==> config.mk <==
export PLATFORM = sky130hd
export DESIGN_NAME = scan_decoder
export DESIGN_NICKNAME = d
export VERILOG_FILES = /design/src/rtl/scan_decoder.sv
export SDC_FILE = /design/constraint.sdc
export NUM_CORES = 1
export LEC_CHECK = 0
export ABC_CLOCK_PERIOD_IN_PS = 4930
export CAP_MARGIN = 20
export CORE_UTILIZATION = 42
export DETAILED_ROUTE_END_ITERATION = 16
export GPL_TIMING_DRIVEN = 1
export HOLD_SLACK_MARGIN = 0.03
export PLACE_DENSITY = 0.65
export SLEW_MARGIN = 20
export SYNTH_ARGS = -nofsm -noshare
export SYNTH_HDL_FRONTEND = slang
export SYNTH_SLANG_ARGS = --single-unit
==> constraint.sdc <==
create_clock -name clk -period 4.93 [get_ports clk]
set_input_delay 0.493 -clock clk [delete_from_list [all_inputs] [get_ports clk]]
set_output_delay 0.493 -clock clk [all_outputs]
set_load 0.005 [all_outputs]
==> src/rtl/scan_decoder.sv <==
// Registered 1-of-2^SEL_W active-low decoder with a three-input enable group
// and an auto-scan mode that walks a maskable channel set with a programmable dwell.
module scan_decoder #(
  parameter int SEL_W   = 3,
  parameter int DWELL_W = 16
) (
  input  logic                    clk,
  input  logic                    rst,
  input  logic                    en1_n,
  input  logic                    en2_n,
  input  logic                    en3,
  input  logic                    mode,
  input  logic [SEL_W-1:0]        sel,
  input  logic [DWELL_W-1:0]      dwell,
  input  logic [(1<<SEL_W)-1:0]   mask,
  output logic [(1<<SEL_W)-1:0]   q_n,
  output logic [SEL_W-1:0]        cur,
  output logic                    step
);
  localparam int N = 1 << SEL_W;
  localparam logic [N-1:0] ONE = N'(1);

  logic [N-1:0]       q_n_q, q_n_d;
  logic [SEL_W-1:0]   cur_q, cur_d;
  logic [DWELL_W-1:0] cnt_q, cnt_d;
  logic               step_q, step_d;
  logic               en;
  logic [SEL_W-1:0]   nxt, idx;
  logic               found;

  assign en = en3 & ~en1_n & ~en2_n;

  // First masked channel after cur, wrapping round to cur itself last.
  always_comb begin
    nxt   = cur_q;
    idx   = '0;
    found = 1'b0;
    for (int k = 1; k <= N; k++) begin
      idx = cur_q + SEL_W'(k);
      if (!found && mask[idx]) begin
        nxt   = idx;
        found = 1'b1;
      end
    end
  end

  always_comb begin
    cur_d  = cur_q;
    cnt_d  = cnt_q;
    step_d = 1'b0;
    q_n_d  = '1;
    if (!mode) begin
      cur_d = sel;
      cnt_d = '0;
      if (en) q_n_d = ~(ONE << sel);
    end else if (en && (|mask)) begin
      // A channel dropped from the mask is abandoned without waiting out its dwell.
      if (!mask[cur_q] || (cnt_q >= dwell)) begin
        cur_d  = nxt;
        cnt_d  = '0;
        step_d = 1'b1;
      end else begin
        cnt_d = cnt_q + DWELL_W'(1);
      end
      if (mask[cur_d]) q_n_d = ~(ONE << cur_d);
    end
  end

  always_ff @(posedge clk or posedge rst) begin
    if (rst) begin
      q_n_q  <= '1;
      cur_q  <= '0;
      cnt_q  <= '0;
      step_q <= 1'b0;
    end else begin
      q_n_q  <= q_n_d;
      cur_q  <= cur_d;
      cnt_q  <= cnt_d;
      step_q <= step_d;
    end
  end

  assign q_n  = q_n_q;
  assign cur  = cur_q;
  assign step = step_q;

`ifndef SYNTHESIS
  a_one_cold: assert property (@(posedge clk) disable iff (rst) $onehot0(~q_n));
`endif
endmodule

==> Word-level counts from Yosys, hierarchy flattened <==
Cells that the tools add are included.
{ "op_classes": {"add_sub_neg": 8, "n_mul": 0, "n_div": 0, "n_lt_le_gt_ge": 10, "n_eq_ne": 1, "n_shift": 2, "n_mux": 48, "bitwise_logic": 6, "reduce_logical": 18} }
{ "op_table": {"columns": ["operator", "n"], "rows": [
  ["$mux 16", 3],
  ["$mux 3", 13],
  ["$lt 3x4->1 const B", 9],
  ["$mux 8", 4],
  ["$bmux 1 s3", 9],
  ["$mux 1", 19],
  ["$add 16x1->16 const B", 1],
  ["$ge 16x16->1", 1],
  ["$not 8->8", 2],
  ["$shl 1x3->8 const A", 2],
  ["$add 3x3->3 const B", 4],
  ["$logic_and 1x1->1", 8],
  ["$logic_not 1->1", 8],
  ["$reduce_or 8->1", 1],
  ["$add 3x2->3 const B", 2],
  ["$add 3x1->3 const B", 1],
  ["$and 1x1->1", 2],
  ["$ne 2x1->1 const B", 1],
  ["$not 1->1", 2],
  ["$logic_or 1x1->1", 1]
]} }
{ "totals": {"regBits": 28, "latch_bits": 0, "ramBits": 0, "romBits": 0, "inputBits": 33, "wordCells": 97, "mem_count": 0} }

==> Logic depth before layout (Yosys ltp) <==
{ "logic_depth": {"word_depth": 33, "mapped_depth": 14} }

==> Worst setup path after synthesis <==
Ideal clock, no wire load.
{ "synth_path": {"path_type": "register to register", "from": "register cur_q[0], in the netlist cur[0]", "to": "register cur_q[1], in the netlist cur[1]", "setup_time_ns": 0.121, "arrival_ns": 3.301, "required_time_ns": 4.809, "path_slack_ns": 1.507, "path_stages_with_launch": 13, "path_buffers": 2, "synth_period_minus_slack_ns": 3.423, "cell_sequence": "dfrtp_1 buf_2 clkinv_1 ha_1 buf_2 mux4_2 a211oi_2 a22oi_1 or3_4 o221a_1 nor3_2 a221oi_1 o22a_1"} }
{ "synth_via": {"elab_chain_cells": 30} }
{ "synth_lines": {"columns": ["item", "line_no", "rtl"], "rows": [
  ["from (decl)", "24", "logic [SEL_W-1:0] cur_q, cur_d;"],
  ["from (signal assigned)", "77", "cur_q <= cur_d;"],
  ["$add 3x1->3", "39", "idx = cur_q + SEL_W'(k);"],
  ["$bmux 1 s3", "40", "if (!found && mask[idx]) begin"],
  ["$mux 1 (not written as such)", "40", null],
  ["$mux 1", "40", null],
  ["$logic_not 1->1", "40", null],
  ["$logic_and 1x1->1", "40", null],
  ["$mux 1", "40", null],
  ["$logic_not 1->1", "40", null],
  ["(+14 left out)", null, null],
  ["$logic_not 1->1", "40", null],
  ["$logic_and 1x1->1", "40", null],
  ["$mux 3", "40", null],
  ["$mux 3 *", "58", "if (!mask[cur_q] || (cnt_q >= dwell)) begin"],
  ["$mux 3 *", "56", "end else if (en && (|mask)) begin"],
  ["$mux 3 *", "52", "if (!mode) begin"],
  ["$mux 3 *", "56", null],
  ["$mux 3 *", "52", null]
]} }
Every way passes the cells marked *; elsewhere a longest branch is shown, timed or not. The select of a mux whose other input is x is not followed.
A chain may end at the register's enable or synchronous reset.

==> Final worst setup path <==
{ "layout_path": {"from": "register cur_q[1], in the netlist cur[1]", "to": "register q_n_q[4], in the netlist q_n[4]"} }
{ "layout_via": {"elab_chain_cells": 33} }
{ "layout_lines": {"columns": ["item", "line_no", "rtl"], "rows": [
  ["$add 3x1->3", "39", null],
  ["$bmux 1 s3", "40", null],
  ["$mux 1 (not written as such)", "40", null],
  ["$mux 1", "40", null],
  ["$logic_not 1->1", "40", null],
  ["$logic_and 1x1->1", "40", null],
  ["$mux 1", "40", null],
  ["$logic_not 1->1", "40", null],
  ["(+18 left out)", null, null],
  ["$mux 3 *", "56", null],
  ["$mux 3 *", "52", null],
  ["$bmux 1 s3 or $shl 1x3->8 (tied branches)", "65", "if (mask[cur_d]) q_n_d = ~(ONE << cur_d);"],
  ["$mux 1 (not written as such) or $not 8->8 (tied branches)", "65", null],
  ["$mux 8 *", "65", null],
  ["$mux 8 *", "56", null],
  ["$mux 8 *", "52", null],
  ["named net q_n_d[4]", "23", "logic [N-1:0] q_n_q, q_n_d;"],
  ["to (signal assigned)", "76", "q_n_q <= q_n_d;"],
  ["to (decl)", "23", null]
]} }
Mark *: on every way through the listed nets, which the timed path passes. The rest lies on a longest branch. The select of a mux whose other input is x is not followed.

==> impl_results.md <==
- Status: completed
- Netlist cell types: 61
- R2r setup slk: 1.25 ns
- Cts bufs inserted: 3
- Port Buffers: 44
- Crit path DAT: roughly 3.9 ns
- Htree depth: 1
- Final worst-path cycle share: 0.746
- Compound-cell area share of the yosys netlist: 0.234
- Fillers: 613
- Core Area: approximately 0.0064 mm^2
- N_diodes: 0
- Routed WL: 6580 um
- Achievable clock frequency: ~270 MHz
- Final setup TNS: 0 ns
- Simple-Gate Fraction of Synth Area: 0.203
- Post-CTS Hold Buffers: 0
- GRT Overall Usage: 0.200
- Clock transition at path regs: ~0.10 ns
- Die width: 83.5 um
- Synthesis Warnings: 0
- Starting Density: 0.437
- Sequential area share after synthesis: 0.255
- Die ar.: about 0.0070 mm^2
- Clk root buf: clkbuf_8
- Slew HR: 0.532
- Mapped Area: 0.00279 mm^2
- Most common cell after layout, fill and taps aside: clkdlybuf4s50_1
- Vias in the first global route: about 2.6k
- Synth Area in XOR/XNOR: 0.0341
- Largest net degree at the start of global routing: 29
- RSZ-0062 raised after global routing: false
- Postcts setup bufs: 0
- Mux contribution to synthesized area: 0.132
- CP Capture Type: flop
- Clk_skew: between 0.007 and 0.008 ns
- GPL Wtd Cong: 0.863
- Remaining antenna violation count after routing: 0
- DP Wirelength: 5040 um
- First DRT Iteration DRCs: between 100 and 150
- Commonest cells after routing, fill and taps aside: 44 x clkdlybuf4s50_1, 32 x nand2_1, 30 x o21ai_0, 22 x inv_1, 20 x dfrtp_1
- Clock buffer depth: 2
- Drc violations: 0
- Post_cts resized: 0
- Layout area overhead: 19.4%
- Via density: ~6
- Mapped Cells: approximately 320
- Routed len/inst: between 15 and 20 um
- Pre-antenna DRT Iters: 4
- Min-Delay Path Class: flop to flop
- Antenna violations before repair: 0
- CTS tree: done
- Avg Inst Size Synth: about 9 um^2
- Row count: 29
- Die height: roughly 83 um
- Max VDD drop: between 100 and 150 uV
- Vias: ~2.6k
- WP data required: roughly 5 ns
- Startpoint types: flop
- EDFF count, synth: 0
- Pleak: about 1.4 nW
- Io pins: 45
- Adder-cell share of the synthesized area: 0.0852
- Final setup violation count: 0
- Final hold vios: 0
- Ys async rst share: 1.00
- Critical Path Fanout Max: 18
- Power Dens Cells: ~230 mW/mm^2
- GRT Residual Overflow: 0
- Min Tclk post-route: approximately 3.7 ns
- First-pass GRT wire length: 11800 um
- Actual slew at the worst max-slew pin: ~0.7 ns
- Ys flop type: dfrtp_1
- Crit path kind: flop to flop
- Fin nets: 410
- Maxcap violations: 0
- WHS: ~0.52 ns
- Share of cells above drive strength 1: 0.104
- Skew-Pair Late Insertion Delay: roughly 0.28 ns
- Final count of pins violating max slew: 0
- CTS sink count: 28
- Largest family of logic cells by synthesized area: compound AO/OA/AOI/OAI gates
- Synthesized flop and latch total: 28
- Syn Nets: 370
==> per-layer routing <==
| layer | track usage | up-vias | part of all wire |
|---|---|---|---|
| li1 | - | 1270 | - |
| met1 | 0.274 | 1258 | 0.49 |
| met2 | 0.338 | 58 | 0.47 |
| met3 | 0.0297 | 6 | 0.032 |
| met4 | 0.0416 | 0 | 0.0071 |
| met5 | 0 | - | 0 |
==> worst max-delay path, stage by stage, from the launching register on <==
cell      delay (ns)
dfrtp_1         0.33
buf_4           0.26
inv_1           0.15
ha_1            0.63
mux4_2          0.46
a211oi_2        0.27
a22oi_1         0.16
or3_4           0.38
nor3_2          0.22
or2_1           0.31
o2111a_2        0.31
a31oi_1         0.11
==> final cells by class <==
type / count / area [um^2] / area share
Sequential cell: 28 / 711 / 0.213
Inverter: 23 / 86.3 / 0.0259
Clock inverter: 1 / 3.75 / 0.00113
Timing Repair Buffer: 48 / 470 / 0.141
Tap cell: 77 / 96.3 / 0.0289
Multi-Input combinational cell: 254 / 1920 / 0.577
Clock buffer: 3 / 41.3 / 0.0124
==> path summary, 6_finish.rpt <==
| check | to | start | depth (start not counted) |
|---|---|---|---|
| setup / recovery | q_n[4] | cur[1] | 11 |
| hold / removal | cnt_q[14] | cnt_q[14] | 1 |
| setup reg to reg | q_n[4] | cur[1] | 11 |
| hold reg to reg | cnt_q[14] | cnt_q[14] | 1 |
| max in group asynchronous | q_n[0] | rst | 3 |
| min in group asynchronous | cnt_q[4] | rst | 3 |
==> metrics by stage <==
| stage | instances | power (mW) | util | setup slack (ns) | area, um^2 |
|---|---|---|---|---|---|
| floorplan | 318 | 0.530 | - | 1.51 | 2790 |
| global placement | 430 | 0.621 | 0.514 | 1.34 | 3280 |
| detailed placement | 430 | 0.625 | 0.514 | 1.28 | 3280 |
| CTS | 434 | 0.753 | 0.521 | 1.26 | 3330 |
| global route | 434 | 0.804 | 0.521 | 1.01 | 3330 |
| finish | 434 | 0.752 | 0.521 | 1.25 | 3330 |
==> report_power, final <==
group          switching [mW]  total [mW]  internal, mW
clock                  0.0717       0.128        0.0560
combinational           0.214       0.380         0.166
sequential            0.00808       0.244         0.236
total                   0.294       0.752         0.458
==> cell usage after synthesis (all sizes together), types with 2 or more instances <==
cell	count	area, um^2
and2	5	31.3
or2	3	18.8
xnor2	6	52.6
a21oi	7	35.0
a2111oi	2	23.8
ha	19	238
dfstp	8	210
xor2	4	42.6
nand3b	2	15.0
nand2b	10	62.6
nor2	11	41.3
a221oi	3	26.3
inv	22	82.6
a31oi	8	50.1
buf	7	48.8
nand4	3	18.8
clkbuf	6	22.5
o31ai	2	15.0
nor3b	3	22.5
a41oi	4	35.0
o221a	2	22.5
and3	10	62.6
o21a	4	30.0
a211oi	3	27.5
o2111ai	2	17.5
a21o	8	60.1
mux2	2	22.5
nor4	2	12.5
mux2i	14	140
o21bai	2	15.0
a22oi	2	20.0
mux4	9	206
nand3	16	80.1
nand2	32	120
nor3	10	60.1
dfrtp	20	500
o211ai	3	36.3
o21ai	30	150
==> logic make-up (layout without fill, tap and decap cells) <==
family          count (synthesis)  in the layout
mux                            25             25
simple gates                  109            109
compound gates                 91             91
flops                          28             28
fa+ha+maj                      19             19
buf+inv                        36             75
xor+xnor                       10             10
==> flip-flops by register name, indices dropped and copies added (netlist names) <==
register	count
cnt_q	16
cur	3
q_n	8
step	1
No activity file was read; power rests on OpenSTA's default activity.
